### config.mk
export PLATFORM = sky130hd
export DESIGN_NAME = dmac_ahb_master_flat
export DESIGN_NICKNAME = d
export VERILOG_FILES = /design/src/rtl/dmac_pkg.sv /design/src/rtl/dmac_ahb_master_if.sv /design/src/rtl/dmac_cmd_slot.sv /design/src/rtl/dmac_ahb_master.sv /design/src/flat_wrapper.sv
export SDC_FILE = /design/constraint.sdc
export NUM_CORES = 1
export LEC_CHECK = 0
export CAP_MARGIN = 20
export CORE_AREA = 2 2 156 158
export DETAILED_ROUTE_END_ITERATION = 6
export DIE_AREA = 0 0 158 160
export GPL_TIMING_DRIVEN = 0
export HOLD_SLACK_MARGIN = 0.12
export RECOVER_POWER = 100
export SYNTH_ARGS = -nofsm -noshare
export SYNTH_HDL_FRONTEND = slang
export SYNTH_HIERARCHICAL = 1
export SYNTH_SLANG_ARGS = --single-unit
### constraint.sdc
create_clock -name clk -period 4.8 [get_ports clk]
set_clock_uncertainty 0.05 [all_clocks]
set_input_delay 0.48 -clock clk [delete_from_list [all_inputs] [get_ports clk]]
set_output_delay 0.48 -clock clk [all_outputs]
set_load 0.1 [all_outputs]
### src/rtl/dmac_pkg.sv
// -----------------------------------------------------------------------------
// dmac_pkg
// Shared definitions for the DMA controller AHB-Lite master port:
//   - AHB HTRANS / HSIZE / HBURST encodings used by this master
//   - FSM state enum of dmac_ahb_master
//   - command record {is_rd, addr, wdata} passed between capture, pending
//     slot and the active transfer register
// No ports (package).
// -----------------------------------------------------------------------------
package dmac_pkg;

   // Widths of the command record; the master's ADDR_W/DATA_W default to these.
   localparam int CMD_ADDR_W = 32;
   localparam int CMD_DATA_W = 32;

   localparam logic [1:0] HTRANS_IDLE   = 2'b00;
   localparam logic [1:0] HTRANS_NONSEQ = 2'b10;
   localparam logic [2:0] HSIZE_WORD    = 3'b010;
   localparam logic [2:0] HBURST_SINGLE = 3'b000;

   typedef enum logic [1:0] {
      ST_IDLE = 2'd0,
      ST_ADDR = 2'd1,
      ST_DATA = 2'd2,
      ST_ERR  = 2'd3
   } state_t;

   typedef struct packed {
      logic                  is_rd;
      logic [CMD_ADDR_W-1:0] addr;
      logic [CMD_DATA_W-1:0] wdata;
   } cmd_t;

endpackage

### src/rtl/dmac_ahb_master_if.sv
// -----------------------------------------------------------------------------
// dmac_ahb_master_if
// AHB-Lite bus bundle between the DMA master port and the fabric.
//   master modport: drives haddr, htrans, hwrite, hsize, hburst, hwdata;
//                   samples hrdata, hready, hresp
//   slave  modport: the mirror image
// -----------------------------------------------------------------------------
interface dmac_ahb_master_if
   import dmac_pkg::*;
#(
   parameter int ADDR_W = CMD_ADDR_W,
   parameter int DATA_W = CMD_DATA_W
);
   logic [ADDR_W-1:0] haddr;
   logic [1:0]        htrans;
   logic              hwrite;
   logic [2:0]        hsize;
   logic [2:0]        hburst;
   logic [DATA_W-1:0] hwdata;
   logic [DATA_W-1:0] hrdata;
   logic              hready;
   logic              hresp;

   modport master (
      output haddr, htrans, hwrite, hsize, hburst, hwdata,
      input  hrdata, hready, hresp
   );

   modport slave (
      input  haddr, htrans, hwrite, hsize, hburst, hwdata,
      output hrdata, hready, hresp
   );
endinterface

### src/rtl/dmac_cmd_slot.sv
// -----------------------------------------------------------------------------
// dmac_cmd_slot
// One-entry pending command buffer with a sticky loss flag.
//   clk, rst   : clock, asynchronous active-high reset
//   load       : store load_cmd (accepted if empty, or if popped this cycle)
//   load_cmd   : command to store
//   pop        : consume the stored command
//   conflict   : a command was discarded upstream (rd+wr together)
//   full       : slot holds a command
//   cmd        : stored command
//   drop       : sticky, set when any command is lost; cleared only by rst
// -----------------------------------------------------------------------------
module dmac_cmd_slot
   import dmac_pkg::*;
(
   input  logic clk,
   input  logic rst,
   input  logic load,
   input  cmd_t load_cmd,
   input  logic pop,
   input  logic conflict,
   output logic full,
   output cmd_t cmd,
   output logic drop
);

   // NOTE: sequential state uses non-blocking assignments so every register
   // samples pre-edge values regardless of statement order.
   always_ff @(posedge clk or posedge rst) begin
      if (rst) begin
         full <= 1'b0;
         // NOTE: the payload is reset as well; it is a single register, and a
         // known value keeps the bus outputs deterministic after reset.
         cmd  <= '0;
         drop <= 1'b0;
      end else begin
         // A pop in the same cycle frees the entry for the incoming command.
         if (load && (!full || pop)) begin
            full <= 1'b1;
            cmd  <= load_cmd;
         end else if (pop) begin
            full <= 1'b0;
         end
         if ((load && full && !pop) || conflict)
            drop <= 1'b1;
      end
   end

endmodule

### src/rtl/dmac_ahb_master.sv
// -----------------------------------------------------------------------------
// dmac_ahb_master
// Single-channel AHB-Lite master port for the DMA controller. Each rd/wr pulse
// becomes one non-pipelined single-beat transfer; a command arriving while a
// transfer is busy waits in a one-entry pending slot.
//   clk, rst       : clock, asynchronous active-high reset
//   rd, wr         : one-cycle command pulses (rd wins if both; drop is set)
//   addr, wdata    : command address / write data, sampled with the pulse
//   rdata, rd_en   : read data and one-cycle read-complete strobe
//   hready_in      : one-cycle write-complete strobe
//   drop           : sticky, a command was lost
//   err            : one-cycle error strobe, coincident with completion
//   ahb            : AHB-Lite master modport (dmac_ahb_master_if)
// Optional feature: define DMAC_AHB_ERR_EN to honour ERROR responses (ERR
// state, err pulse, rdata forced to 0). Undefined: hresp ignored, err = 0.
// -----------------------------------------------------------------------------
module dmac_ahb_master
   import dmac_pkg::*;
#(
   parameter int ADDR_W = CMD_ADDR_W,
   parameter int DATA_W = CMD_DATA_W
) (
   input  logic                 clk,
   input  logic                 rst,
   input  logic                 rd,
   input  logic                 wr,
   input  logic [ADDR_W-1:0]    addr,
   input  logic [DATA_W-1:0]    wdata,
   output logic [DATA_W-1:0]    rdata,
   output logic                 rd_en,
   output logic                 hready_in,
   output logic                 drop,
   output logic                 err,
   dmac_ahb_master_if.master    ahb
);

   state_t state, state_nxt;
   cmd_t   cur, new_cmd, slot_cmd;
   logic   new_valid, slot_full, slot_pop, slot_load, load_cur;
   logic   done, done_err;

   assign new_valid = rd | wr;
   // A simultaneous rd+wr becomes a read; the write half is reported via drop.
   assign new_cmd   = '{is_rd: rd, addr: addr, wdata: wdata};

   dmac_cmd_slot u_slot (
      .clk      (clk),
      .rst      (rst),
      .load     (slot_load),
      .load_cmd (new_cmd),
      .pop      (slot_pop),
      .conflict (rd & wr),
      .full     (slot_full),
      .cmd      (slot_cmd),
      .drop     (drop)
   );

   always_ff @(posedge clk or posedge rst) begin
      if (rst) state <= ST_IDLE;
      else     state <= state_nxt;
   end

   always_comb begin
      // NOTE: every signal gets a default before the case so no path leaves
      // one unassigned, which would otherwise infer a latch.
      state_nxt = state;
      slot_pop  = 1'b0;
      slot_load = 1'b0;
      load_cur  = 1'b0;
      done      = 1'b0;
      done_err  = 1'b0;
      // New commands go to the slot unless IDLE can take them directly; in
      // IDLE the slot has priority, so a new command replaces the popped entry.
      if (new_valid && (state != ST_IDLE || slot_full))
         slot_load = 1'b1;
      case (state)
         ST_IDLE: begin
            if (slot_full || new_valid) begin
               slot_pop  = slot_full;
               load_cur  = 1'b1;
               state_nxt = ST_ADDR;
            end
         end
         ST_ADDR: begin
            if (ahb.hready) state_nxt = ST_DATA;
         end
         ST_DATA: begin
            if (ahb.hready) begin
               done      = 1'b1;
               state_nxt = ST_IDLE;
            end
`ifdef DMAC_AHB_ERR_EN
            else if (ahb.hresp) begin
               // First cycle of a two-cycle ERROR response.
               state_nxt = ST_ERR;
            end
`endif
         end
         ST_ERR: begin
            if (ahb.hready) begin
               done      = 1'b1;
               done_err  = 1'b1;
               state_nxt = ST_IDLE;
            end
         end
         default: state_nxt = ST_IDLE;
      endcase
   end

   always_ff @(posedge clk or posedge rst) begin
      if (rst) begin
         cur       <= '0;
         rdata     <= '0;
         rd_en     <= 1'b0;
         hready_in <= 1'b0;
      end else begin
         if (load_cur) cur <= slot_full ? slot_cmd : new_cmd;
         rd_en     <= done &&  cur.is_rd;
         hready_in <= done && !cur.is_rd;
         if (done && cur.is_rd) rdata <= done_err ? '0 : ahb.hrdata;
      end
   end

`ifdef DMAC_AHB_ERR_EN
   logic err_q;
   always_ff @(posedge clk or posedge rst) begin
      if (rst) err_q <= 1'b0;
      else     err_q <= done_err;
   end
   assign err = err_q;
`else
   logic unused_hresp;
   assign unused_hresp = ahb.hresp;
   assign err          = 1'b0;
`endif

   // Bus outputs decode from registers only, so reset idles the bus at once.
   assign ahb.htrans = (state == ST_ADDR) ? HTRANS_NONSEQ : HTRANS_IDLE;
   assign ahb.haddr  = cur.addr;
   assign ahb.hwrite = (state == ST_ADDR) && !cur.is_rd;
   assign ahb.hwdata = cur.is_rd ? '0 : cur.wdata;
   assign ahb.hsize  = HSIZE_WORD;
   assign ahb.hburst = HBURST_SINGLE;

endmodule

### src/flat_wrapper.sv
// flat-port wrapper written by rule: the top's interface ports become plain ports
module dmac_ahb_master_flat import dmac_pkg::*;
#(
   parameter int ADDR_W = CMD_ADDR_W,
   parameter int DATA_W = CMD_DATA_W
)
  (clk, rst, rd, wr, addr, wdata, rdata, rd_en, hready_in, drop, err, ahb_haddr, ahb_htrans, ahb_hwrite, ahb_hsize, ahb_hburst, ahb_hwdata, ahb_hrdata, ahb_hready, ahb_hresp);
  dmac_ahb_master_if #(.ADDR_W(ADDR_W), .DATA_W(DATA_W)) ahb_i ();
  input  logic clk;
  input  logic rst;
  input  logic rd;
  input  logic wr;
  input  logic [ADDR_W-1:0] addr;
  input  logic [DATA_W-1:0] wdata;
  output logic [DATA_W-1:0] rdata;
  output logic rd_en;
  output logic hready_in;
  output logic drop;
  output logic err;
  output wire logic [$bits(ahb_i.haddr)-1:0] ahb_haddr;
  output wire logic [$bits(ahb_i.htrans)-1:0] ahb_htrans;
  output wire logic [$bits(ahb_i.hwrite)-1:0] ahb_hwrite;
  output wire logic [$bits(ahb_i.hsize)-1:0] ahb_hsize;
  output wire logic [$bits(ahb_i.hburst)-1:0] ahb_hburst;
  output wire logic [$bits(ahb_i.hwdata)-1:0] ahb_hwdata;
  input wire logic [$bits(ahb_i.hrdata)-1:0] ahb_hrdata;
  input wire logic [$bits(ahb_i.hready)-1:0] ahb_hready;
  input wire logic [$bits(ahb_i.hresp)-1:0] ahb_hresp;
  assign ahb_haddr = ahb_i.haddr;
  assign ahb_htrans = ahb_i.htrans;
  assign ahb_hwrite = ahb_i.hwrite;
  assign ahb_hsize = ahb_i.hsize;
  assign ahb_hburst = ahb_i.hburst;
  assign ahb_hwdata = ahb_i.hwdata;
  assign ahb_i.hrdata = ahb_hrdata;
  assign ahb_i.hready = ahb_hready;
  assign ahb_i.hresp = ahb_hresp;
  dmac_ahb_master #(.ADDR_W(ADDR_W), .DATA_W(DATA_W)) u_core (.clk(clk), .rst(rst), .rd(rd), .wr(wr), .addr(addr), .wdata(wdata), .rdata(rdata), .rd_en(rd_en), .hready_in(hready_in), .drop(drop), .err(err), .ahb(ahb_i));
endmodule
==> results of run 1 <==
-- cell families after synthesis --
logic type,count (synthesis),share of synthesized area
AO/OA/AOI/OAI,36,0.0249
flip-flops,168,0.519
other,2,0.000928
buffers and inverters,80,0.0779
multiplexers,196,0.313
AND/OR/NAND/NOR,108,0.0634
-- state kept, by name (all words and copies together) (netlist names), 2 cells and up --
| register | flops |
|---|---|
| u_core/ahb.haddr | 32 |
| u_core/cur | 33 |
| u_core/rdata | 32 |
| u_core/state | 2 |
| u_core/u_slot/cmd | 65 |
-- metal layers --
| layer | up-vias | share of wire | track usage |
|---|---|---|---|
| met5 | - | 0 | 0 |
| li1 | 2410 | - | - |
| met3 | 14 | 0.075 | 0.0554 |
| met2 | 147 | 0.46 | 0.237 |
| met4 | 0 | 0.0093 | 0.0405 |
| met1 | 2518 | 0.45 | 0.196 |
-- final timing paths --
path / endpoint / cells after the start
worst min register to register: u_core/u_slot/drop$_DFFE_PP0P_ / 2
max in group asynchronous: u_core/rdata[26]$_DFFE_PP0P_ / 3
worst min-delay path: u_core/u_slot/drop$_DFFE_PP0P_ / 2
min in group asynchronous: u_core/u_slot/cmd[32]$_DFFE_PP0P_ / 2
worst max register to register: u_core/u_slot/cmd[51]$_DFFE_PP0P_ / 9
worst max-delay path: u_core/u_slot/cmd[51]$_DFFE_PP0P_ / 9
-- cell usage in the layout (no fill, tap or decap), types with 2 or more instances in the layout --
| cell type | Yosys | routed |
|---|---|---|
| mux2_4 | 88 | 19 |
| nor2_1 | 3 | 3 |
| buf_6 | 10 | 2 |
| clkinvlp_2 | 0 | 2 |
| inv_6 | 0 | 4 |
| clkdlybuf4s50_1 | 0 | 99 |
| mux2_2 | 99 | 99 |
| inv_1 | 4 | 2 |
| bufinv_16 | 0 | 2 |
| clkbuf_1 | 13 | 31 |
| nand2_1 | 66 | 66 |
| conb_1 | 2 | 8 |
| dlygate4sd3_1 | 0 | 102 |
| o21ai_0 | 34 | 34 |
| clkinv_4 | 0 | 5 |
| and2_1 | 2 | 2 |
| buf_2 | 6 | 2 |
| nor2b_1 | 32 | 32 |
| dfrtp_1 | 168 | 168 |
| mux2_1 | 9 | 78 |
| buf_4 | 40 | 40 |
| clkbuf_16 | 0 | 17 |
-- area by class of cell --
class,count,area (um2)
repair buffers,203,2040
clock buffers,18,439
well taps,324,405
inverters,5,21.3
clock inverters,14,163
multi-input cells,348,3000
plain buffers,75,449
fillers,2294,13100
flip-flops and latches,168,4200
-- worst max-delay path, cell delays in order (launching register included) --
cell	delay [ns]
dfrtp_1	0.39
clkbuf_1	0.18
clkbuf_1	0.35
clkbuf_1	0.38
and2_1	0.23
nand2b_1	0.20
nand2_4	0.09
clkbuf_1	0.52
clkbuf_1	0.62
mux2_1	0.39
-- per-stage QoR --
step / utilization / cells / setup TNS [ns] / hold slack [ns] / cell area [um2]
after detailed placement: 0.445 / 1123 / 0 / 0.410 / 10600
after floorplan: - / 596 / 0 / 0.415 / 8120
after global routing: 0.450 / 1155 / 0 / 0.453 / 10700
final: 0.450 / 1155 / 0 / 0.415 / 10700
after global placement: 0.442 / 1121 / -50.32 / 0.411 / 10500
after CTS: 0.470 / 1155 / 0 / 0.426 / 11200
==> results.json, run 1 <==
{
  "outcome": "finished with violations",
  "violations": "capacitance limit, slew limit",
  "die_x_um": 158,
  "min_period_over_period": 0.738,
  "insertion_delay_ns": 0.42,
  "ant_nets": 0,
  "maxCapViolations": 3,
  "slew_violations": 134,
  "worstHoldStart": "u_core/u_slot/drop$_DFFE_PP0P_",
  "slew_headroom": -0.347,
  "drt-vias-per-instance": 4.41,
  "totalWireLength_um": 18300,
  "grt_max_degree": 62,
  "clock_path_buffers": 2,
  "cts_hold_buffers": 0,
  "yosysSeqAreaShare": 0.519,
  "drive_above_1_share": 0.241,
  "finalHoldViolations": 0,
  "ys.flop_type": "dfrtp_1",
  "drt-wirelength-per-cell_um": 15.9,
  "num-nets-final": 920,
  "fmax_mhz": 282,
  "ios": 211,
  "dieArea_um2": 25300,
  "setup_viol": 0,
  "yosysMostFrequentCell": "dfrtp_1",
  "drtIter0Drc": 94,
  "yosysTopAreaCellShare": 0.519,
  "synth.largest_area_cell": "dfrtp_1",
  "core-area_um2": 23800,
  "postSynthAreaPerCell_um2": 13.7,
  "grt_use_total": 0.151,
  "reg2reg_from": "u_core/u_slot/full$_DFFE_PP0P_",
  "h-tree-depth": 4,
  "synth-seq-cells": 168,
  "r2r_slack_ns": 1.26,
  "cp-end-kind": "flip-flop",
  "port_buffers": 201,
  "cts-resized-gates": 0,
  "cts_tree": "done",
  "post_cts_buffers": 0,
  "synth_commonest_cells": "dfrtp_1 (168), mux2_2 (99), mux2_4 (88), nand2_1 (66), buf_4 (40)",
  "cp-start-kind": "flip-flop",
  "tightest_slew_ns": 2.01,
  "numCtsBuffers": 17,
  "cp.required_ns": 5.05,
  "worstHoldPathType": "reg -> reg",
  "place.detailed.hpwl_um": 13000,
  "mappedNetlistArea_um2": 8090,
  "critPathKind": "reg -> reg",
  "rows": 57,
  "fin_ws_ns": 1.26,
  "first_global_vias": 5279,
  "clock_sinks": 168,
  "ys_warn_count": 6,
  "place_ws_ns": 1.82,
  "clk_pin_slew_ns": 0.07,
  "die_y_um": 160,
  "grt-ovfl-total": 0,
  "clock_tree.root_cell": "clkbuf_16",
  "synth_edf_count": 0,
  "rsz0062_at_grt": "no",
  "antenna_found_initial": 0,
  "path_max_fanout": 10,
  "syn_inst": 590,
  "async_flop_share": 1.00,
  "num_vias": 5089,
  "fin_crit_ns": 3.54,
  "startpoint": "u_core/u_slot/full$_DFFE_PP0P_",
  "drc": 0,
  "place.gp.congestion": 0.743,
  "antenna_cells": 0,
  "critPathArrivalTime_ns": 3.79,
  "grt_pass1_wl_um": 29200,
  "initial_core_util": 0.340,
  "area_growth_pct": 32.4,
  "synth.area.top_cells": "dfrtp_1 (52%), mux2_4 (16%), mux2_2 (14%)",
  "dr.pass1.iters": 4,
  "ys_types": 24
}
Power of run 1 is not shown: default switching activity piles up to over one toggle a cycle in this logic, so the estimate is an artifact.
==> inputs of run 2 (changes only) <==
- clock period: 4.8 -> 2.9 ns (I/O delays scaled with it)
==> results.json, run 2 (synthesized netlist as in run 1, its figures left out) <==
{
  "die_y_um": 160,
  "tns_ns": 0,
  "final_common_cell": "dfrtp_1",
  "die_x_um": 158,
  "finish.utilization": 0.450,
  "drtIter0Drc": 200,
  "clock_sinks": 168,
  "regMostFlops": "u_core/u_slot/cmd",
  "rows": 57,
  "clk_pin_slew_ns": 0.07,
  "port_buffers": 201,
  "critPathKind": "reg -> out",
  "num_vias": 4998,
  "first_global_vias": 5270,
  "path_max_fanout": 10,
  "drt-wirelength-per-cell_um": 16.0,
  "insertion_delay_ns": 0.42,
  "tightest_slew_ns": 1.78,
  "antenna_cells": 0,
  "ant_nets": 0,
  "dp_cells": 1125,
  "drc": 0,
  "violations": "capacitance limit, slew limit",
  "clock_path_buffers": 2,
  "cp-end-kind": "output pin",
  "setup_viol": 0,
  "cts_hold_buffers": 0,
  "drive_above_1_share": 0.282,
  "slew_violations": 101,
  "r2r-end": "u_core/u_slot/cmd[26]$_DFFE_PP0P_",
  "final_cells": 1156,
  "cts-resized-gates": 28,
  "grt_max_degree": 37,
  "rsz0062_at_grt": "no",
  "totalWireLength_um": 18500,
  "slew_headroom": -0.194,
  "fmax_mhz": 366,
  "clock_tree.root_cell": "clkbuf_16",
  "reg2reg_depth": 9,
  "fin_area_um2": 10700,
  "r2r_slack_ns": 0.21,
  "layout_common_cells": "dfrtp_1 (168), clkdlybuf4s50_1 (99), mux2_2 (99)",
  "critPathArrivalTime_ns": 2.39,
  "finalHoldViolations": 0,
  "fin_crit_ns": 2.73,
  "dieArea_um2": 25300,
  "outcome": "finished with violations",
  "cp.required_ns": 2.56,
  "place.detailed.hpwl_um": 13100,
  "worstHoldPathType": "in -> async",
  "top_regs": "u_core/u_slot/cmd x65, u_core/cur x33",
  "place.gp.congestion": 0.757,
  "antenna_found_initial": 0,
  "area_growth_pct": 32.4,
  "h-tree-depth": 4,
  "ios": 211,
  "post_cts_buffers": 0,
  "min_period_over_period": 0.942,
  "initial_core_util": 0.340,
  "drt-vias-per-instance": 4.32,
  "grt-ovfl-total": 0,
  "reg2reg_from": "u_core/u_slot/full$_DFFE_PP0P_",
  "num-nets-final": 922,
  "core-area_um2": 23800,
  "numCtsBuffers": 17,
  "cp-start-kind": "flip-flop",
  "dr.pass1.iters": 4,
  "grt_pass1_wl_um": 29800,
  "maxCapViolations": 3,
  "cts_tree": "done",
  "place_area_um2": 10600,
  "grt_use_total": 0.154,
  "largest_reg_flops": 65
}
[run 2: layer usage]
metal | up-vias | GRT usage | routed length (um)
met5 | - | 0 | 0
met4 | 0 | 0.0487 | 260
met3 | 16 | 0.0377 | 884
met2 | 110 | 0.238 | 8750
met1 | 2463 | 0.212 | 8580
li1 | 2409 | - | -
[run 2: per-stage QoR]
step / hold WS (ns) / worst slack, ns
6_report: 0.290 / 0.167
2_1_floorplan: 0.336 / 0.556
3_3_place_gp: 0.412 / -0.845
3_5_place_dp: 0.419 / 0.194
5_1_grt: 0.302 / 0.0332
4_1_cts: 0.188 / 0.0163
[run 2: area by class of cell]
cell class	instances	area (um2)
fillers	2322	13100
well taps	324	405
clock buffers	17	425
flip-flops and latches	168	4200
clock inverters	14	161
plain buffers	75	513
inverters	5	21.3
repair buffers	205	1900
multi-input cells	348	3090
[run 2: worst max path at each step]
stage,to,cells past startpoint,startpoint,slack (ns)
2_1_floorplan,ahb_hwdata[22],2,u_core/cur[64]$_DFFE_PP0P_,0.56
3_3_place_gp,u_core/u_slot/cmd[5]$_DFFE_PP0P_,2,rst,-0.84
3_5_place_dp,ahb_hwrite,4,u_core/state[0]$_DFFE_PP0P_,0.19
4_1_cts,ahb_hwrite,4,u_core/state[0]$_DFFE_PP0P_,0.02
5_1_grt,u_core/u_slot/cmd[23]$_DFFE_PP0P_,9,u_core/u_slot/full$_DFFE_PP0P_,0.03
6_report,ahb_hwdata[18],3,u_core/cur[64]$_DFFE_PP0P_,0.17
[run 2: worst max-delay path: stages (launching register included)]
cell and delay, ns:
dfrtp_1 0.53, clkbuf_1 0.33, nor2b_1 0.23, clkbuf_1 0.88
Power of run 2 is left out for the same reason.
